## config.mk

```make
export PLATFORM = sky130hd
export DESIGN_NAME = fifo_rd_stream
export DESIGN_NICKNAME = d
export VERILOG_FILES = /design/src/rtl/fifo_pkg.sv /design/src/rtl/fifo_skid_buf.sv /design/src/rtl/fifo_rd_stream.sv
export SDC_FILE = /design/constraint.sdc
export NUM_CORES = 1
export LEC_CHECK = 0
export ABC_AREA = 1
export CAP_MARGIN = 0
export CORE_MARGIN = 1.5
export CORE_UTILIZATION = 43
export CTS_CLUSTER_DIAMETER = 100
export CTS_CLUSTER_SIZE = 16
export DETAILED_ROUTE_END_ITERATION = 7
export PLACE_DENSITY = 0.71
export SLEW_MARGIN = 30
export SYNTH_ARGS = -nofsm -noshare
export SYNTH_HDL_FRONTEND = slang
export SYNTH_SLANG_ARGS = --single-unit
export TNS_END_PERCENT = 30
```

## constraint.sdc

```tcl
create_clock -name i_clk -period 1.4 [get_ports i_clk]
set_clock_uncertainty 0.15 [all_clocks]
set_input_delay 0.28 -clock i_clk [delete_from_list [all_inputs] [get_ports i_clk]]
set_output_delay 0.28 -clock i_clk [all_outputs]
set_load 0.02 [all_outputs]
```

## src/rtl/fifo_pkg.sv

```systemverilog
// fifo_pkg
//   Shared constants and types for the async-FIFO read-side stream logic.
//   FIFO_DATA_WIDTH : default word width
//   occ_t           : buffered word count (0..2)
//   OCC_MAX         : depth of the output skid buffer
package fifo_pkg;
    localparam int FIFO_DATA_WIDTH = 8;
    typedef logic [1:0] occ_t;
    localparam occ_t OCC_MAX = 2'd2;
endpackage

```

## src/rtl/fifo_skid_buf.sv

```systemverilog
// fifo_skid_buf
//   Two-entry circular buffer that absorbs the FIFO's one-cycle read latency.
//   Ports:
//     i_clk, i_rst_n : clock, async active-low reset
//     i_clr          : synchronous clear of pointers and count (stored data kept)
//     i_wr, i_wdata  : write strobe and word, stored at the tail
//     i_rd           : read strobe, advances the head
//     o_occ          : number of stored words
//     o_rdata        : word at the head
module fifo_skid_buf
    import fifo_pkg::*;
#(
    parameter int DATA_WIDTH = FIFO_DATA_WIDTH
) (
    input  logic                  i_clk,
    input  logic                  i_rst_n,
    input  logic                  i_clr,
    input  logic                  i_wr,
    input  logic [DATA_WIDTH-1:0] i_wdata,
    input  logic                  i_rd,
    output occ_t                  o_occ,
    output logic [DATA_WIDTH-1:0] o_rdata
);

    logic [DATA_WIDTH-1:0] r_mem [0:1];
    logic                  r_head;
    logic                  r_tail;
    occ_t                  r_occ;

    always_ff @(posedge i_clk or negedge i_rst_n) begin
        if (!i_rst_n) begin
            for (int i = 0; i < 2; i++) begin
                r_mem[i] <= '0;
            end
            r_head <= 1'b0;
            r_tail <= 1'b0;
            r_occ  <= '0;
        end else if (i_clr) begin
            // Clear wins over a coincident write or read: the word is dropped.
            r_head <= 1'b0;
            r_tail <= 1'b0;
            r_occ  <= '0;
        end else begin
            if (i_wr) begin
                r_mem[r_tail] <= i_wdata;
                r_tail        <= ~r_tail;
            end
            if (i_rd) begin
                r_head <= ~r_head;
            end
            case ({i_wr, i_rd})
                2'b10:   r_occ <= r_occ + 2'd1;
                2'b01:   r_occ <= r_occ - 2'd1;
                default: r_occ <= r_occ;
            endcase
        end
    end

    assign o_occ   = r_occ;
    assign o_rdata = r_mem[r_head];

endmodule

```

## src/rtl/fifo_rd_stream.sv

```systemverilog
// fifo_rd_stream
//   Read-side drain engine for the async FIFO (read clock domain). Fetches
//   words from the FIFO and presents them as a valid/ready stream, using a
//   two-entry skid buffer to hide the FIFO's one-cycle read latency so that
//   one word per cycle is sustained.
//   Optional feature macro: FIFO_RD_STATS_EN adds a saturating transfer
//   counter on o_xfer_count (cleared only by reset).
//   Ports:
//     i_clk, i_rst_n   : read clock, async active-low reset
//     i_enable         : permit new FIFO reads (buffered words drain regardless)
//     i_flush          : one-cycle pulse, discards buffered and in-flight words
//     i_fifo_empty     : FIFO empty flag
//     i_fifo_data      : FIFO read data, valid the cycle after o_fifo_rd_en
//     o_fifo_rd_en     : FIFO read strobe
//     o_m_valid, i_m_ready, o_m_data : output stream
//     o_occupancy      : buffered word count (0..2)
//     o_xfer_count     : completed transfers (FIFO_RD_STATS_EN only)
module fifo_rd_stream
    import fifo_pkg::*;
#(
    parameter int DATA_WIDTH = FIFO_DATA_WIDTH,
    parameter int CNT_WIDTH  = 16
) (
    input  logic                  i_clk,
    input  logic                  i_rst_n,
    input  logic                  i_enable,
    input  logic                  i_flush,
    input  logic                  i_fifo_empty,
    input  logic [DATA_WIDTH-1:0] i_fifo_data,
    output logic                  o_fifo_rd_en,
    output logic                  o_m_valid,
    input  logic                  i_m_ready,
    output logic [DATA_WIDTH-1:0] o_m_data,
    output occ_t                  o_occupancy
`ifdef FIFO_RD_STATS_EN
    ,
    output logic [CNT_WIDTH-1:0]  o_xfer_count
`endif
);

    if (CNT_WIDTH < 1) begin : g_bad_cnt_width
        $error("CNT_WIDTH must be at least 1");
    end

    logic       r_infl;
    logic       r_drop;
    occ_t       w_occ;
    logic       w_pop;
    logic       w_capture;
    logic       w_rd_en;
    logic [2:0] w_sum;

    assign w_pop = o_m_valid & i_m_ready;
    assign w_sum = {1'b0, w_occ} + {2'b00, r_infl};

    // A new read may be issued only if the word it returns is guaranteed a
    // slot: either a slot is free now, or the buffer is full-with-pending but
    // a word leaves this cycle.
    assign w_rd_en = i_enable & ~i_fifo_empty & ~i_flush &
                     ((w_sum < 3'(OCC_MAX)) | ((w_sum == 3'(OCC_MAX)) & w_pop));

    // r_drop covers a return arriving the cycle after a flush.
    assign w_capture = r_infl & ~i_flush & ~r_drop;

    always_ff @(posedge i_clk or negedge i_rst_n) begin
        if (!i_rst_n) begin
            r_infl <= 1'b0;
            r_drop <= 1'b0;
        end else begin
            r_infl <= w_rd_en;
            r_drop <= i_flush;
        end
    end

    fifo_skid_buf #(
        .DATA_WIDTH (DATA_WIDTH)
    ) u_skid (
        .i_clk   (i_clk),
        .i_rst_n (i_rst_n),
        .i_clr   (i_flush),
        .i_wr    (w_capture),
        .i_wdata (i_fifo_data),
        .i_rd    (w_pop),
        .o_occ   (w_occ),
        .o_rdata (o_m_data)
    );

    assign o_fifo_rd_en = w_rd_en;
    assign o_m_valid    = (w_occ != '0);
    assign o_occupancy  = w_occ;

`ifdef FIFO_RD_STATS_EN
    logic [CNT_WIDTH-1:0] r_xfer;

    // Saturating; a flush does not clear it.
    always_ff @(posedge i_clk or negedge i_rst_n) begin
        if (!i_rst_n) begin
            r_xfer <= '0;
        end else if (w_pop && (r_xfer != '1)) begin
            r_xfer <= r_xfer + CNT_WIDTH'(1);
        end
    end

    assign o_xfer_count = r_xfer;
`endif

    a_no_overflow: assert property (@(posedge i_clk) disable iff (!i_rst_n)
                                    w_sum <= 3'(OCC_MAX));

endmodule

```

==> out/metrics.yaml <==
synth_common_cells: "nand2_1, o21ai_0, dfrtp_1"
synthToLayoutAreaGrowth_pct: 54.29
clock_latency_ns: 0.30
ctsHoldBuffers: 0
finalSetupViolations: 13
slew_violations: 0
grt-busiest-layer: "met2"
first_pass_iters: 4
fin_area_mm2: 0.001689
cts.path.max_buffers: 2
path_max_fanout: 2
tns_ns: -2.887
io_pins: 26
max_cap_viol_count: 0
synth_top_area_share_pct: 50.29
timing.fmax_ghz: 0.5096
powerDensity_mw_per_mm2: 1139
htreeDepth: 1
synth_edf_count: 0
core-area_mm2: 0.002432
yosysWarnings: 0
synth-seq-area-share_pct: 50.29
drtIter0Drc: 17
port_buffers: 25
routed_wl_mm: 2.545
syn-mean-instance-area_um2: 8.232
die_x_um: 53.46
use_met2_pct: 33.54
drcViolationCount: 0
path_clk_slew_ns: 0.12
grt-ovfl-total: 0
min_period_ns: 1.962
post-route-period-util_pct: 140.2
yosysTopAreaCell: "dfrtp_1"
gr-usage-met1_pct: 23.85
setup_slack_ns: -0.5622
drt-wirelength-per-cell_um: 12.48
initial_utilization_pct: 45.01
tightest_slew_ns: 0.2863
ir_worst_vdd_mv: 0.7266
rsz0062_at_grt: "yes"
yosysUniqueCellTypes: 21
cp.arrival_ns: 1.53
use_met3_pct: 2.825
cts_made_buffers: 3
syn-cell-area_mm2: 0.001095
async_flop_share_pct: 100.0
grt_use_total_pct: 19.38
num_vias: 1025
dpl.hpwl_mm: 1.709
synthCells: 133
antenna_found_initial: 0
ant_nets: 0
placed_cell_area_mm2: 0.001503
cts_tree: "yes"
avgViaCountPerCell: 5.025
cts_root_buf: "clkbuf_4"
path_class: "flop to primary output"
grt_pass1_wl_mm: 3.939
ys.flop_type: "dfrtp_1"
synth.area.top_cells: "dfrtp_1, nand2_1, o21ai_0"
p_leak_nw: 0.8132
crit_path_end_kind: "primary output"
syn-num-nets: 150
grt_pass1_vias: 897
crit_path_start_kind: "flop"
ys_ff_latch: 22
cts_sinks: 22
hold_class: "primary input to flop"
relSlewSlack_pct: 80.72
gp_congestion: 0.7250
synth.most_common_cell: "nand2_1"
rows: 18
nNetsFinal: 192
die_y_um: 53.46
failed_checks: "negative setup slack"
drive_gt1_share_pct: 36.21
cp.required_ns: 0.97
grt_max_degree: 23
dp_slack_ns: -0.7911
status: "finished, violations left"
hold_violations: 0
die_area_mm2: 0.002858
n_antenna_cell: 0
cells by family after synthesis:
| logic type | count (synthesis) | synth area share, % |
|---|---|---|
| flops | 22 | 50.29 |
| compound gates | 29 | 14.06 |
| fa+ha+maj | 3 | 3.429 |
| simple gates | 60 | 24.80 |
| buf+inv | 19 | 7.427 |
flip-flops by register name (all words and copies together), names as in the netlist:
register / cells
r_infl: 1
u_skid.o_occ: 2
r_drop: 1
u_skid.r_tail: 1
u_skid.r_mem: 16
u_skid.r_head: 1
final cells by class:
cell class,count,area (um2)
Clock inverter,1,30.03
Timing Repair Buffer,41,410.4
Clock buffer,3,22.52
Tap cell,30,37.54
Multi-Input combinational cell,92,579.3
Fill cell,190,743.2
Inverter,15,56.30
Sequential cell,22,553.0
layout by cell type, fill, tap and decap left out, drive strengths merged:
master and instances:
a21oi 1, nand3 4, ha 3, bufinv 1, buf 28, clkdlybuf4s50 12
dlymetal6s2s 1, nor2 11, a31oi 1, clkbuf 3, inv 15, dfrtp 22
nand2 43, o21ai 27, nand4 2
critical path, cell delays in order (launching register included):
cell and delay, ns:
dfrtp_2 0.45, ha_4 0.17, ha_2 0.18, nor2_4 0.09
a31oi_4 0.09, nor2_2 0.12, buf_6 0.13
path summary, 6_finish.rpt:
kind / start / endpoint / slack, ns / depth (start not counted)
worst max-delay path: u_skid.o_occ[0] / o_fifo_rd_en / -0.56 / 6
max in group asynchronous: i_rst_n / u_skid.o_occ[0] / 0.79 / 2
worst min register to register: u_skid.r_mem[4] / u_skid.r_mem[4] / 0.37 / 2
worst min-delay path: i_flush / r_drop / 0.11 / 2
min in group asynchronous: i_rst_n / u_skid.r_mem[4] / 0.14 / 2
worst max register to register: u_skid.o_occ[0] / u_skid.o_occ[0] / -0.09 / 8
layer usage:
| metal | part of all wire, % | wire, um | up-vias |
|---|---|---|---|
| met5 | 0 | 0 | - |
| met4 | 0.51 | 13 | 0 |
| met3 | 3.7 | 94 | 2 |
| met2 | 52 | 1328 | 20 |
| met1 | 44 | 1108 | 490 |
| li1 | - | - | 513 |
per-stage QoR:
stage                     hold WS (ns)  utilization (%)  power, mW  cells
final                           0.1122            69.44      1.924    204
after global placement          0.3299            61.78      1.311    197
after detailed placement        0.3411            61.78      1.331    197
after floorplan                -0.1656                -      1.026    133
after CTS                       0.1447            66.87      1.867    204
after global routing            0.1161            69.44      2.024    204
where the power goes:
group | total (mW) | internal (mW) | switching (mW)
registers | 0.752 | 0.716 | 0.0353
logic | 0.681 | 0.339 | 0.342
clock network | 0.492 | 0.289 | 0.202
timing repair:
| item | in CTS | in global routing |
|---|---|---|
| endpoints found under the setup margin | 27 | 31 |
| pin swaps | 3 | 5 |
| resized for setup | 91 | 20 |
| setup buffers | 3 | 0 |
(Power assumes the default switching activity.)
